$ cat config.mk
export PLATFORM = sky130hd
export DESIGN_NAME = mul_div_unit
export DESIGN_NICKNAME = d
export VERILOG_FILES = /design/src/rtl/mdu_pkg.sv /design/src/rtl/mul_div_unit.sv
export SDC_FILE = /design/constraint.sdc
export NUM_CORES = 1
export LEC_CHECK = 0
export BUFFER_PORTS_ARGS = -buffer_cell sky130_fd_sc_hd__buf_4
export CAP_MARGIN = 20
export CELL_PAD_IN_SITES_DETAIL_PLACEMENT = 0
export CELL_PAD_IN_SITES_GLOBAL_PLACEMENT = 2
export CORE_UTILIZATION = 37
export DETAILED_ROUTE_END_ITERATION = 8
export GPL_ROUTABILITY_DRIVEN = 0
export PLACE_DENSITY_LB_ADDON = 0.2
export SYNTH_ARGS = -nofsm -noshare
export SYNTH_HDL_FRONTEND = slang
export SYNTH_SLANG_ARGS = --single-unit
export TNS_END_PERCENT = 1
$ cat constraint.sdc
create_clock -name clk_i -period 8.3 [get_ports clk_i]
set_clock_uncertainty 0.05 [all_clocks]
set_input_delay 1.66 -clock clk_i [delete_from_list [all_inputs] [get_ports clk_i]]
set_output_delay 1.66 -clock clk_i [all_outputs]
set_load 0.02 [all_outputs]
$ cat src/rtl/mdu_pkg.sv
// Shared encodings for the multiply/divide unit and the EX stage that drives it.
package mdu_pkg;

  typedef enum logic [1:0] {
    OP_MULT  = 2'b00,
    OP_MULTU = 2'b01,
    OP_DIV   = 2'b10,
    OP_DIVU  = 2'b11
  } mdu_op_e;

  typedef enum logic [1:0] {
    ST_IDLE = 2'b00,
    ST_CALC = 2'b01,
    ST_FIX  = 2'b10,
    ST_DONE = 2'b11
  } mdu_state_e;

  // True for DIV and DIVU.
  function automatic logic is_div_op(input mdu_op_e op);
    return (op == OP_DIV) || (op == OP_DIVU);
  endfunction

  // True for the two-complement operations MULT and DIV.
  function automatic logic is_signed_op(input mdu_op_e op);
    return (op == OP_MULT) || (op == OP_DIV);
  endfunction

endpackage

$ cat src/rtl/mul_div_unit.sv
// Iterative multiply/divide unit: radix-2^MUL_STEP shift-add multiply and
// restoring divide sharing one accumulator, one add/sub and one counter.
module mul_div_unit
  import mdu_pkg::*;
#(
  parameter int unsigned DATA_W   = 32,
  parameter int unsigned MUL_STEP = 2
) (
  input  logic              clk_i,
  input  logic              rst_i,
  input  logic              start_i,
  input  logic [1:0]        op_i,
  input  logic [DATA_W-1:0] a_i,
  input  logic [DATA_W-1:0] b_i,
  input  logic              cancel_i,
  output logic              busy_o,
  output logic              valid_o,
  output logic [DATA_W-1:0] hi_o,
  output logic [DATA_W-1:0] lo_o,
  output logic              div0_o
);

  localparam int unsigned CNT_W    = $clog2(DATA_W) + 1;
  localparam int unsigned ACC_W    = 2 * DATA_W;
  localparam int unsigned PW       = DATA_W + MUL_STEP;
  localparam int unsigned AW       = DATA_W + MUL_STEP + 1;
  localparam int unsigned MUL_ITER = DATA_W / MUL_STEP;

  mdu_state_e        state_q, state_d;
  mdu_op_e           op_q;
  mdu_op_e           op_in;
  logic [DATA_W-1:0] a_q;
  logic [DATA_W-1:0] opnd_q;
  logic [ACC_W-1:0]  acc_q;
  logic [CNT_W-1:0]  cnt_q;
  logic              neg_res_q;
  logic              neg_rem_q;
  logic              div0_q;

  logic              accept;
  logic              step;
  logic              finish;

  logic              div_in;
  logic              a_neg;
  logic              b_neg;
  logic [DATA_W-1:0] a_mag;
  logic [DATA_W-1:0] b_mag;

  logic              div_q;
  logic [PW-1:0]     partial;
  logic [AW-1:0]     add_a;
  logic [AW-1:0]     add_b;
  logic [AW-1:0]     add_res;
  logic [ACC_W-1:0]  acc_step;
  logic [ACC_W-1:0]  prod;
  logic [DATA_W-1:0] res_hi;
  logic [DATA_W-1:0] res_lo;

  assign op_in  = mdu_op_e'(op_i);
  assign div_in = is_div_op(op_in);
  assign a_neg  = is_signed_op(op_in) && a_i[DATA_W-1];
  assign b_neg  = is_signed_op(op_in) && b_i[DATA_W-1];
  assign a_mag  = a_neg ? (~a_i + DATA_W'(1)) : a_i;
  assign b_mag  = b_neg ? (~b_i + DATA_W'(1)) : b_i;
  assign div_q  = is_div_op(op_q);

  // Next-state and control strobes; cancel always wins once an op is in flight.
  always_comb begin
    state_d = state_q;
    accept  = 1'b0;
    step    = 1'b0;
    finish  = 1'b0;
    case (state_q)
      ST_IDLE: begin
        if (start_i && !cancel_i) begin
          accept  = 1'b1;
          state_d = (div_in && (b_i == '0)) ? ST_FIX : ST_CALC;
        end
      end
      ST_CALC: begin
        if (cancel_i) begin
          state_d = ST_IDLE;
        end else begin
          step = 1'b1;
          if (cnt_q == CNT_W'(1)) state_d = ST_FIX;
        end
      end
      ST_FIX: begin
        if (cancel_i) begin
          state_d = ST_IDLE;
        end else begin
          finish  = 1'b1;
          state_d = ST_DONE;
        end
      end
      ST_DONE: state_d = ST_IDLE;
      default: state_d = ST_IDLE;
    endcase
  end

  // Partial product of the multiplicand with the low MUL_STEP multiplier bits.
  always_comb begin
    partial = '0;
    for (int k = 0; k < int'(MUL_STEP); k++) begin
      if (acc_q[k]) partial = partial + (PW'(opnd_q) << k);
    end
  end

  // Shared adder: accumulates partial products, or trial-subtracts the divisor.
  always_comb begin
    if (div_q) begin
      add_a = AW'({acc_q[ACC_W-1:DATA_W], acc_q[DATA_W-1]});
      add_b = ~AW'(opnd_q);
    end else begin
      add_a = AW'(acc_q[ACC_W-1:DATA_W]);
      add_b = AW'(partial);
    end
    add_res = add_a + add_b + AW'(div_q);
  end

  // One iteration of the accumulator; a negative trial difference restores.
  always_comb begin
    if (!div_q) begin
      acc_step = {add_res[PW-1:0], acc_q[DATA_W-1:MUL_STEP]};
    end else if (add_res[AW-1]) begin
      acc_step = {acc_q[ACC_W-2:0], 1'b0};
    end else begin
      acc_step = {add_res[DATA_W-1:0], acc_q[DATA_W-2:0], 1'b1};
    end
  end

  // Sign correction of the magnitude result, or the divide-by-zero pattern.
  always_comb begin
    prod   = neg_res_q ? (~acc_q + ACC_W'(1)) : acc_q;
    res_hi = prod[ACC_W-1:DATA_W];
    res_lo = prod[DATA_W-1:0];
    if (div0_q) begin
      res_hi = a_q;
      res_lo = '1;
    end else if (div_q) begin
      res_lo = neg_res_q ? (~acc_q[DATA_W-1:0] + DATA_W'(1)) : acc_q[DATA_W-1:0];
      res_hi = neg_rem_q ? (~acc_q[ACC_W-1:DATA_W] + DATA_W'(1)) : acc_q[ACC_W-1:DATA_W];
    end
  end

  // State register.
  always_ff @(posedge clk_i or posedge rst_i) begin
    if (rst_i) state_q <= ST_IDLE;
    else       state_q <= state_d;
  end

  // Working registers: operand capture on accept, iteration in CALC.
  always_ff @(posedge clk_i or posedge rst_i) begin
    if (rst_i) begin
      op_q      <= OP_MULT;
      a_q       <= '0;
      opnd_q    <= '0;
      acc_q     <= '0;
      cnt_q     <= '0;
      neg_res_q <= 1'b0;
      neg_rem_q <= 1'b0;
      div0_q    <= 1'b0;
    end else if (accept) begin
      op_q      <= op_in;
      a_q       <= a_i;
      neg_res_q <= a_neg ^ b_neg;
      neg_rem_q <= a_neg;
      div0_q    <= div_in && (b_i == '0);
      cnt_q     <= div_in ? CNT_W'(DATA_W) : CNT_W'(MUL_ITER);
      if (div_in) begin
        acc_q  <= {DATA_W'(0), a_mag};
        opnd_q <= b_mag;
      end else begin
        acc_q  <= {DATA_W'(0), b_mag};
        opnd_q <= a_mag;
      end
    end else if (step) begin
      acc_q <= acc_step;
      cnt_q <= cnt_q - CNT_W'(1);
    end
  end

  // Registered outputs; results and div0 only change on entry to DONE.
  always_ff @(posedge clk_i or posedge rst_i) begin
    if (rst_i) begin
      busy_o  <= 1'b0;
      valid_o <= 1'b0;
      hi_o    <= '0;
      lo_o    <= '0;
      div0_o  <= 1'b0;
    end else begin
      busy_o  <= (state_d != ST_IDLE);
      valid_o <= finish;
      if (finish) begin
        hi_o   <= res_hi;
        lo_o   <= res_lo;
        div0_o <= div0_q;
      end
    end
  end

endmodule

Word-level counts from Yosys, hierarchy flattened. Index checks and enable logic that the tools add are counted.

Logic and storage cells: 84. Register bits: 208. Input bits: 70. Memory bits (read-only): 0. Memory bits (writable): 0. Latch bits: 0. Output and inout port bits: 67. Memories: 0.

Eq/ne operators: 8. Reduce and logical (&&, ||, !) cells: 13. Shift operators: 0. Multipliers: 0. Add/subtract/negate cells: 9. Order comparisons: 0. Multiplexer cells: 33. Bitwise logic cells: 7. Divide/modulo/power cells: 0.

Operators by type and width (number): $mux 32 (11); $mux 64 (5); $add 32x1->32 const B (4); $not 32->32 (4); $add 64x1->64 const B (1); $not 64->64 (1); $add 35x1->35 (1); $add 35x35->35 (1); $mux 35 (1); $not 32->35 (1); $add 34x33->34 (1); $mux 34 (1); $mux 33 (1); $logic_not 32->1 (1); $mux 6 (3); $eq 2x2->1 const B (6); $mux 2 (5); $pmux 2 s4 (1); $eq 6x1->1 const B (1); $sub 6x1->6 const B (1); $mux 1 (5); $logic_and 1x1->1 (4); $logic_not 2->1 (2); $reduce_bool 2->1 (2); other kinds (4) (6).

Logic depth before layout (Yosys ltp). Gate-level depths: netlist of run 1.

Depth in word-level cells: 10. Gate-level depth with buffers: 28. Depth with buffers taken out: 25.

Least setup slack after synthesis of run 1. No wires, ideal clock.

Path type: reg-to-reg. Start point: reg acc_q[0]. End point: reg acc_q[45]. Stages on the path, launching flop included: 29. Setup time: 0.121 ns. Slack: 2.390 ns. Buffers on the path: 6. Data required time: 8.129 ns. Data arrival time: 5.739 ns. Path through: dfrtp_1 clkbuf_1 clkbuf_1 clkbuf_1 and2_1 ha_1 clkbuf_1 a21o_1 a211oi_1 o21ai_1 a32oi_1 a32oi_1 a21o_1 a21o_1 xor2_1 a221oi_1 a21oi_1 ha_1 clkbuf_1 a2111oi_0 o21ai_0 a31oi_1 nand2_1 a21o_1 a21oi_1 clkbuf_1 mux2i_1 nand2_1 a22o_1.

Cells in the longest elaborated chain, start to end: 10.

RTL lines: from (decl) (RTL line mul_div_unit.sv:34) `logic [ACC_W-1:0] acc_q;`; from (signal assigned) (RTL line mul_div_unit.sv:172) `acc_q <= {DATA_W'(0), a_mag};`; from (signal assigned) (RTL line mul_div_unit.sv:175) `acc_q <= {DATA_W'(0), b_mag};`; from (signal assigned) (RTL line mul_div_unit.sv:179) `acc_q <= acc_step;`; $mux 32 * (RTL line mul_div_unit.sv:106) `if (acc_q[k]) partial = partial + (PW'(opnd_q) << k);`; $add 34x33->34 (RTL line mul_div_unit.sv:106); $mux 34 * (RTL line mul_div_unit.sv:106); $mux 35 * (RTL line mul_div_unit.sv:112) `if (div_q) begin`; $add 35x35->35 * (RTL line mul_div_unit.sv:119) `add_res = add_a + add_b + AW'(div_q);`; $add 35x1->35 * (RTL line mul_div_unit.sv:119); $mux 64 (RTL line mul_div_unit.sv:126) `end else if (add_res[AW-1]) begin`; $mux 64 * (RTL line mul_div_unit.sv:124) `if (!div_q) begin`; $mux 64 * (RTL line mul_div_unit.sv:178) `end else if (step) begin`; $mux 64 * (RTL line mul_div_unit.sv:164) `end else if (accept) begin`.

Every way passes the cells marked *; elsewhere a longest branch is shown, timed or not. The select of a mux whose other input is x is not followed. A chain may end at the register's enable or synchronous reset.

Worst setup path in the final report of run 1.
Start point: reg acc_q[0]. End point: reg acc_q[58].

Same word-level chain as after synthesis.

==> impl_metrics.csv, run 1 <==
group,metric,value,unit
route,avgViaCountPerCell,5.693,
logic_synthesis,ys_seq_area_share,30.69,%
setup_path,cp.required,8.72,ns
place,post_dp_cell_area,0.01825,mm2
global_route,grt.total_usage,25.28,%
global_route,grt_start_max_net_pins,144,
logic_synthesis,avgSynthCellArea,7.839,um2
pwr,ir_worst_vdd,179.6,uV
layout,fill_cells,4495,
pwr,p_per_area,397.5,mW/mm2
logic_synthesis,syn_area,0.01688,mm2
logic_synthesis,synth_ff_type,"dfrtp_1",
die,pin_count,137,
layout,stdcell_count,2801,
sta,slew_headroom,37.54,%
place,place_hpwl,45.30,mm
run_status,status,"completed",
clocking,clock_latency,0.57,ns
setup_path,cp_data_arrival_time,7.34,ns
die,die_h,215.6,um
place,port_buffers,136,
logic_synthesis,synth_edf_count,0,
logic_synthesis,synth_seq_cells,207,
layout,final_cell_mix,"296 x nand2_1, 239 x a21oi_1, 205 x dfrtp_1",
layout,n_antenna_cell,0,
setup_path,cp-start-kind,"flop",
die,die_w,215.6,um
layout,stdcell_area,0.01936,mm2
clocking,clock-root-buffer,"clkbuf_16",
clocking,hold_buffers,0,
sta,fin_crit,6.919,ns
worst_hold_path,hold_class,"reg -> reg",
logic_synthesis,async_flop_share,100.0,%
logic_synthesis,synth_nets,2289,
sta,final-setup-viol-count,0,
global_route,antenna_found_initial,2,
clocking,htree_levels,1,
layout,final_common_cell,"nand2_1",
route,ant_nets,0,
global_route,grt_pass1_wl,91.69,mm
setup_path,cp_max_fo,59,
place,placed_cells,2748,
clocking,path_clk_slew,0.06,ns
die,core_area,0.04461,mm2
layout,nNetsFinal,2325,
clocking,cts_buffer_depth,3,
pwr,power_leakage,8.729,nW
clocking,post_cts_resized,0,
logic_synthesis,synth_cell_type_count,74,
setup_path,crit_path_end_kind,"flop",
logic_synthesis,synthCells,2153,
sta,rsz0062_at_grt,"false",
clocking,cts_setup_buffers,0,
sta,fin_crit_sh,83.37,%
sta,finalSetupTns,0,ns
route,dr.pass1.iters,5,
route,drt-total-wl,59.77,mm
global_route,gr-total-overflow,0,
layout,drive_gt1_share,11.95,%
clocking,cts_made_buffers,28,
clocking,cts_tree,"built",
layout,regArea,0.005185,mm2
flow_run,maxCapViolCount,0,
layout,multi_input_area,0.01099,mm2
route,wl_per_cell,21.34,um
route,drc,0,
logic_synthesis,ys_warn_count,0,
clocking,cts_sinks,207,
sta,slew_violations,0,
die,placementRows,77,
sta,final-hold-violation-count,0,
layout,area_growth,14.74,%
sta,fmax,0.1445,GHz
route,detail_route.iter0.violations,1272,
die,initial_utilization,37.84,%
global_route,grt_pass1_vias,14980,
setup_path,crit_type,"reg -> reg",
die,dieArea,0.04647,mm2
route,vias,15950,
sta,tightest_slew,0.9350,ns
[per-layer routing]
metal | up-vias | wire, um | GRT usage, %
li1 | 7785 | - | -
met1 | 7672 | 28560 | 37.00
met2 | 427 | 26900 | 39.87
met3 | 62 | 2912 | 2.565
met4 | 0 | 1398 | 5.721
met5 | - | 0 | 0
[logic make-up after synthesis]
family / synth area share [%]
compound gates: 24.86
xor+xnor: 9.341
fa+ha+maj: 5.204
buf+inv: 4.344
flops: 30.69
mux: 6.072
simple gates: 19.49
[critical path: stages (launching register included)]
cell and delay, ns:
dfrtp_1 0.36, buf_4 0.47, and2_1 0.27, ha_1 0.24, a21o_1 0.19, o2111a_1 0.25, o31ai_1 0.43, nand2_1 0.20
a21oi_1 0.20, maj3_1 0.22, o21ai_0 0.14, a31oi_1 0.23, xor2_1 0.18, o221ai_1 0.15, ha_1 0.35, nand2_1 0.09
o21ai_0 0.18, a21o_1 0.21, a311oi_1 0.37, a21oi_1 0.18, a21o_1 0.25, a21oi_4 0.62, buf_4 0.43, mux2_2 0.38
o221ai_1 0.17
[registers in the layout, indices dropped and copies added, names as in the netlist]
register,cells
acc_q,64
a_q,32
hi_o,32
lo_o,32
opnd_q,32
cnt_q,6
state_q,2
busy_o,1
div0_o,1
div0_q,1
neg_rem_q,1
neg_res_q,1
op_q,1
valid_o,1
[cell type report]
cell class | instances | share of cell area (%)
Sequential cell | 207 | 26.78
Multi-Input combinational cell | 1753 | 56.76
Clock inverter | 9 | 1.085
Inverter | 39 | 0.7947
Timing Repair Buffer | 160 | 6.371
Clock buffer | 41 | 4.387
Tap cell | 592 | 3.825
[per-stage QoR]
stage	utilization, %	hold WS [ns]	worst slack (ns)	power, mW
floorplan	-	0.3874	0.9375	4.917
global placement	40.91	0.3988	1.669	6.249
detailed placement	40.91	0.4051	1.476	6.283
CTS	43.29	0.4198	1.439	7.692
global route	43.41	0.4386	0.8903	8.266
finish	43.41	0.4186	1.381	7.697
[synth_stat cells, types with 14 or more instances]
library cell	n	share of area, %
a31oi_1	15	0.56
nand3_1	30	0.89
and3_1	23	0.85
nor3_1	35	1.0
ha_1	63	4.7
mux2i_1	63	3.7
xor2_1	92	4.8
xnor2_1	88	4.6
buf_1	16	0.36
nor2_1	181	4.0
o221ai_1	15	0.78
nand2_1	298	6.6
nand2b_1	20	0.74
o31ai_1	21	0.93
nor4_1	14	0.52
a211oi_1	14	0.62
o211ai_1	37	1.6
a221oi_1	23	1.2
clkbuf_1	131	2.9
dfrtp_1	207	31
or3_1	16	0.59
inv_1	35	0.78
and2_1	29	1.1
a21oi_1	240	7.1
mux2_2	35	2.3
o21ai_0	194	5.8
nor2b_1	20	0.74
a21o_1	44	2.0
[power breakdown]
part           switching (mW)  leakage (nW)  total (mW)  internal, mW
Sequential              0.555          2.67        1.93          1.37
Combinational            2.63          5.54        4.39          1.76
Clock                   0.486         0.521        1.38         0.890
Total                    3.67          8.73        7.70          4.02
[worst paths after layout]
| path | start | endpoint | slack [ns] | cells past startpoint |
|---|---|---|---|---|
| setup / recovery | acc_q[0]$_DFFE_PP0P_ | acc_q[58]$_DFFE_PP0P_ | 1.38 | 24 |
| hold reg to reg | a_q[15]$_DFFE_PP0P_ | a_q[15]$_DFFE_PP0P_ | 0.42 | 2 |
| min in group asynchronous | rst_i | valid_o$_DFF_PP0_ | 1.07 | 2 |
| setup reg to reg | acc_q[0]$_DFFE_PP0P_ | acc_q[58]$_DFFE_PP0P_ | 1.38 | 24 |
| max in group asynchronous | rst_i | op_q[1]$_DFFE_PP0P_ | 5.33 | 4 |
| hold / removal | a_q[15]$_DFFE_PP0P_ | a_q[15]$_DFFE_PP0P_ | 0.42 | 2 |
No activity file was read; power rests on OpenSTA's default activity.
==> run 2, diff against run 1 <==
ABC_AREA = 1   (was unset)
CORE_UTILIZATION = 31   (was 37)
clock period = 6.23 ns   (was 8.3 ns; I/O delays follow)
==> run 2 against run 1 <==
  * Clock power up 9%
  * Sequential share of layout area down 2.2 points
  * Clock-buffer cell count down 5
  * Critical path depth up 3
  * Cell area up 8.8%
  * Critical path type unchanged
  * Largest cell class unchanged
  * Highest routed layer unchanged
==> impl_metrics.csv, run 2 <==
group,metric,value,unit
run_status,status,"completed",
setup_path,rrSetupSlack,0.59,ns
logic_synthesis,yosys.area.top_type,"dfrtp_1",
clocking,clock_latency,0.56,ns
logic_synthesis,yosys-top-cells-count,"739 x nand2_1, 317 x inv_1, 266 x nor2_1",
die,die_h,246.3,um
pwr,intPower,5.078,mW
sta,fin_crit_sh,90.57,%
logic_synthesis,async_flop_share,100.0,%
logic_synthesis,synth.most_common_cell,"nand2_1",
die,die_w,246.3,um
route,detail_route.iter0.violations,1606,
flow_run,maxCapViolCount,0,
die,placementRows,89,
global_route,grt_start_max_net_pins,169,
clocking,path_clk_slew,0.06,ns
setup_path,r2r_start,"acc_q[0]$_DFFE_PP0P_",
sta,final-setup-viol-count,0,
sta,final-hold-violation-count,0,
setup_path,crit_type,"reg -> reg",
clocking,cts_setup_buffers,0,
layout,nNetsFinal,3063,
setup_path,cp.required,6.62,ns
clocking,clock-root-buffer,"clkbuf_16",
global_route,grt.total_usage,26.80,%
pwr,p_per_area,534.5,mW/mm2
layout,n_antenna_cell,0,
sta,tightest_slew,0.9463,ns
clocking,cts_sinks,207,
route,vias,20010,
route,wl_per_cell,22.10,um
die,core_area,0.05902,mm2
global_route,grt_pass1_wl,122.6,mm
sta,rsz0062_at_grt,"false",
logic_synthesis,synth_nets,3009,
logic_synthesis,synth_ff_type,"dfrtp_1",
pwr,switchingPower,6.181,mW
route,dr.pass1.iters,5,
clocking,cts_tree,"built",
global_route,gr-total-overflow,0,
pwr,pwr-share-comb,63.6,%
layout,final_cell_mix,"739 x nand2_1, 315 x inv_1, 261 x nor2_1",
layout,stdcell_count,3717,
clocking,hold_buffers,0,
setup_path,cp-start-kind,"flop",
setup_path,cp-endpoint,"acc_q[42]$_DFFE_PP0P_",
layout,largest_reg_flops,64,
sta,slew_violations,0,
layout,regMostFlops,"acc_q",
layout,drive_gt1_share,10.05,%
pwr,ir_worst_vdd,253.5,uV
clocking,cts_made_buffers,27,
worst_hold_path,hold_depth,2,
route,drc,0,
setup_path,crit_path_end_kind,"flop",
place,place_hpwl,63.97,mm
worst_hold_path,hold_class,"reg -> reg",
die,initial_utilization,31.35,%
pwr,sw_frac_of_total,54.90,%
logic_synthesis,syn_area,0.01850,mm2
clocking,htree_levels,1,
route,avgViaCountPerCell,5.384,
global_route,grt_pass1_vias,19110,
route,drt-total-wl,82.13,mm
logic_synthesis,avgSynthCellArea,6.440,um2
logic_synthesis,yosys-top-cells-area,"dfrtp_1 28%, nand2_1 15%, inv_1 6.4%",
setup_path,cp_data_arrival_time,6.03,ns
place,port_buffers,136,
setup_path,startpoint,"acc_q[0]$_DFFE_PP0P_",
logic_synthesis,ys_seq_area_share,28.00,%
pwr,p_clk_share,13.4,%
clocking,cts_buffer_depth,3,
setup_path,r2r_cells,27,
pwr,power_leakage,10.22,nW
route,ant_nets,0,
logic_synthesis,ys_warn_count,0,
setup_path,reg2reg_to,"acc_q[42]$_DFFE_PP0P_",
logic_synthesis,synth_seq_cells,207,
setup_path,cp_max_fo,32,
die,dieArea,0.06066,mm2
logic_synthesis,synth_edf_count,0,
sta,finalSetupTns,0,ns
pwr,p_seq_share,22.9,%
logic_synthesis,synthCells,2873,
die,pin_count,137,
sta,fin_crit,5.643,ns
logic_synthesis,synth_cell_type_count,59,
logic_synthesis,yosysTopAreaCellShare,28.00,%
layout,final_common_cell,"nand2_1",
clocking,post_cts_resized,0,
layout,fill_cells,6495,
sta,fmax,0.1772,GHz
layout,area_growth,13.85,%
place,placed_cells,3670,
global_route,antenna_found_initial,1,
sta,slew_headroom,36.82,%
[run 2: changes by cell type after synthesis, sizes merged, moves of 63 or more]
| cell | change |
|---|---|
| a21oi | -75 |
| nor2 | +88 |
| nand3 | +223 |
| mux2i | -63 |
| xnor2 | -75 |
| nand2 | +452 |
| inv | +285 |
[run 2: logic make-up (layout without fill, tap and decap cells)]
| logic type | Yosys count | after routing | synth area share [%] |
|---|---|---|---|
| adder cells (fa/ha/maj) | 66 | 66 | 4.585 |
| buffers and inverters | 466 | 537 | 9.799 |
| AND/OR/NAND/NOR | 1389 | 1389 | 32.39 |
| XOR/XNOR | 113 | 113 | 5.349 |
| AO/OA/AOI/OAI | 632 | 632 | 19.88 |
| flip-flops | 207 | 207 | 28.00 |
[run 2: critical path: stages (launching register included)]
cell and delay (ns):
dfrtp_1 0.67, buf_12 0.22, nand2_1 0.06, inv_1 0.08, ha_1 0.28, a31o_2 0.26
nor2_1 0.11, nand2_2 0.11, a21oi_1 0.29, o21ai_1 0.20, a21oi_1 0.15, o21ai_0 0.11
o211ai_1 0.09, o21ai_0 0.25, ha_1 0.43, nand2_1 0.13, nor2_1 0.18, inv_1 0.07
nor3_1 0.22, nand2_1 0.09, nand2_1 0.12, nand4_1 0.09, nand2_1 0.18, nand4_4 0.58
nand3_1 0.30, nand2_1 0.07, nand3_1 0.07, nand2_1 0.05
[run 2: worst min path at each step]
| stage | start | to | slack, ns |
|---|---|---|---|
| final | a_q[25]$_DFFE_PP0P_ | a_q[25]$_DFFE_PP0P_ | 0.44 |
| after CTS | a_q[7]$_DFFE_PP0P_ | a_q[7]$_DFFE_PP0P_ | 0.44 |
| after floorplan | a_q[27]$_DFFE_PP0P_ | a_q[27]$_DFFE_PP0P_ | 0.40 |
| after detailed placement | a_q[7]$_DFFE_PP0P_ | a_q[7]$_DFFE_PP0P_ | 0.42 |
| after global routing | a_q[21]$_DFFE_PP0P_ | a_q[21]$_DFFE_PP0P_ | 0.46 |
| after global placement | a_q[9]$_DFFE_PP0P_ | a_q[9]$_DFFE_PP0P_ | 0.42 |
[run 2: through the flow]
stage	total power [mW]	area, um2	hold slack, ns	worst slack [ns]	utilization, %
floorplan	7.196	18510	0.3996	1.745	-
global placement	9.739	20220	0.4167	0.7651	34.27
detailed placement	9.725	20220	0.4217	0.6609	34.27
CTS	11.28	21040	0.4378	0.6293	35.64
global route	12.18	21060	0.4580	0.001286	35.69
finish	11.26	21060	0.4362	0.5874	35.69
[run 2: area by class of cell]
type | instances | area [um2] | share of cell area (%)
multi-input combinational | 2200 | 11550 | 54.83
timing repair buffer | 169 | 1339 | 6.356
clock inverter | 10 | 92.59 | 0.4396
sequential | 207 | 5184 | 24.61
clock buffer | 36 | 719.4 | 3.415
inverter | 322 | 1214 | 5.762
tap | 773 | 967.2 | 4.592
[run 2: metal layers]
layer	vias to the layer above	share of wire, %	track usage, %
met5	-	0	0
met4	0	2.5	6.336
met3	99	4.6	2.255
met2	534	47	44.76
met1	9717	45	37.16
li1	9664	-	-
[run 2: power by group through the flow]
stage	Combinational (mW)	Clock (mW)	Sequential (mW)
floorplan	4.76	0	2.44
global placement	7.15	0	2.59
detailed placement	7.12	0	2.60
CTS	7.16	1.54	2.58
global route	7.95	1.58	2.65
finish	7.16	1.51	2.58
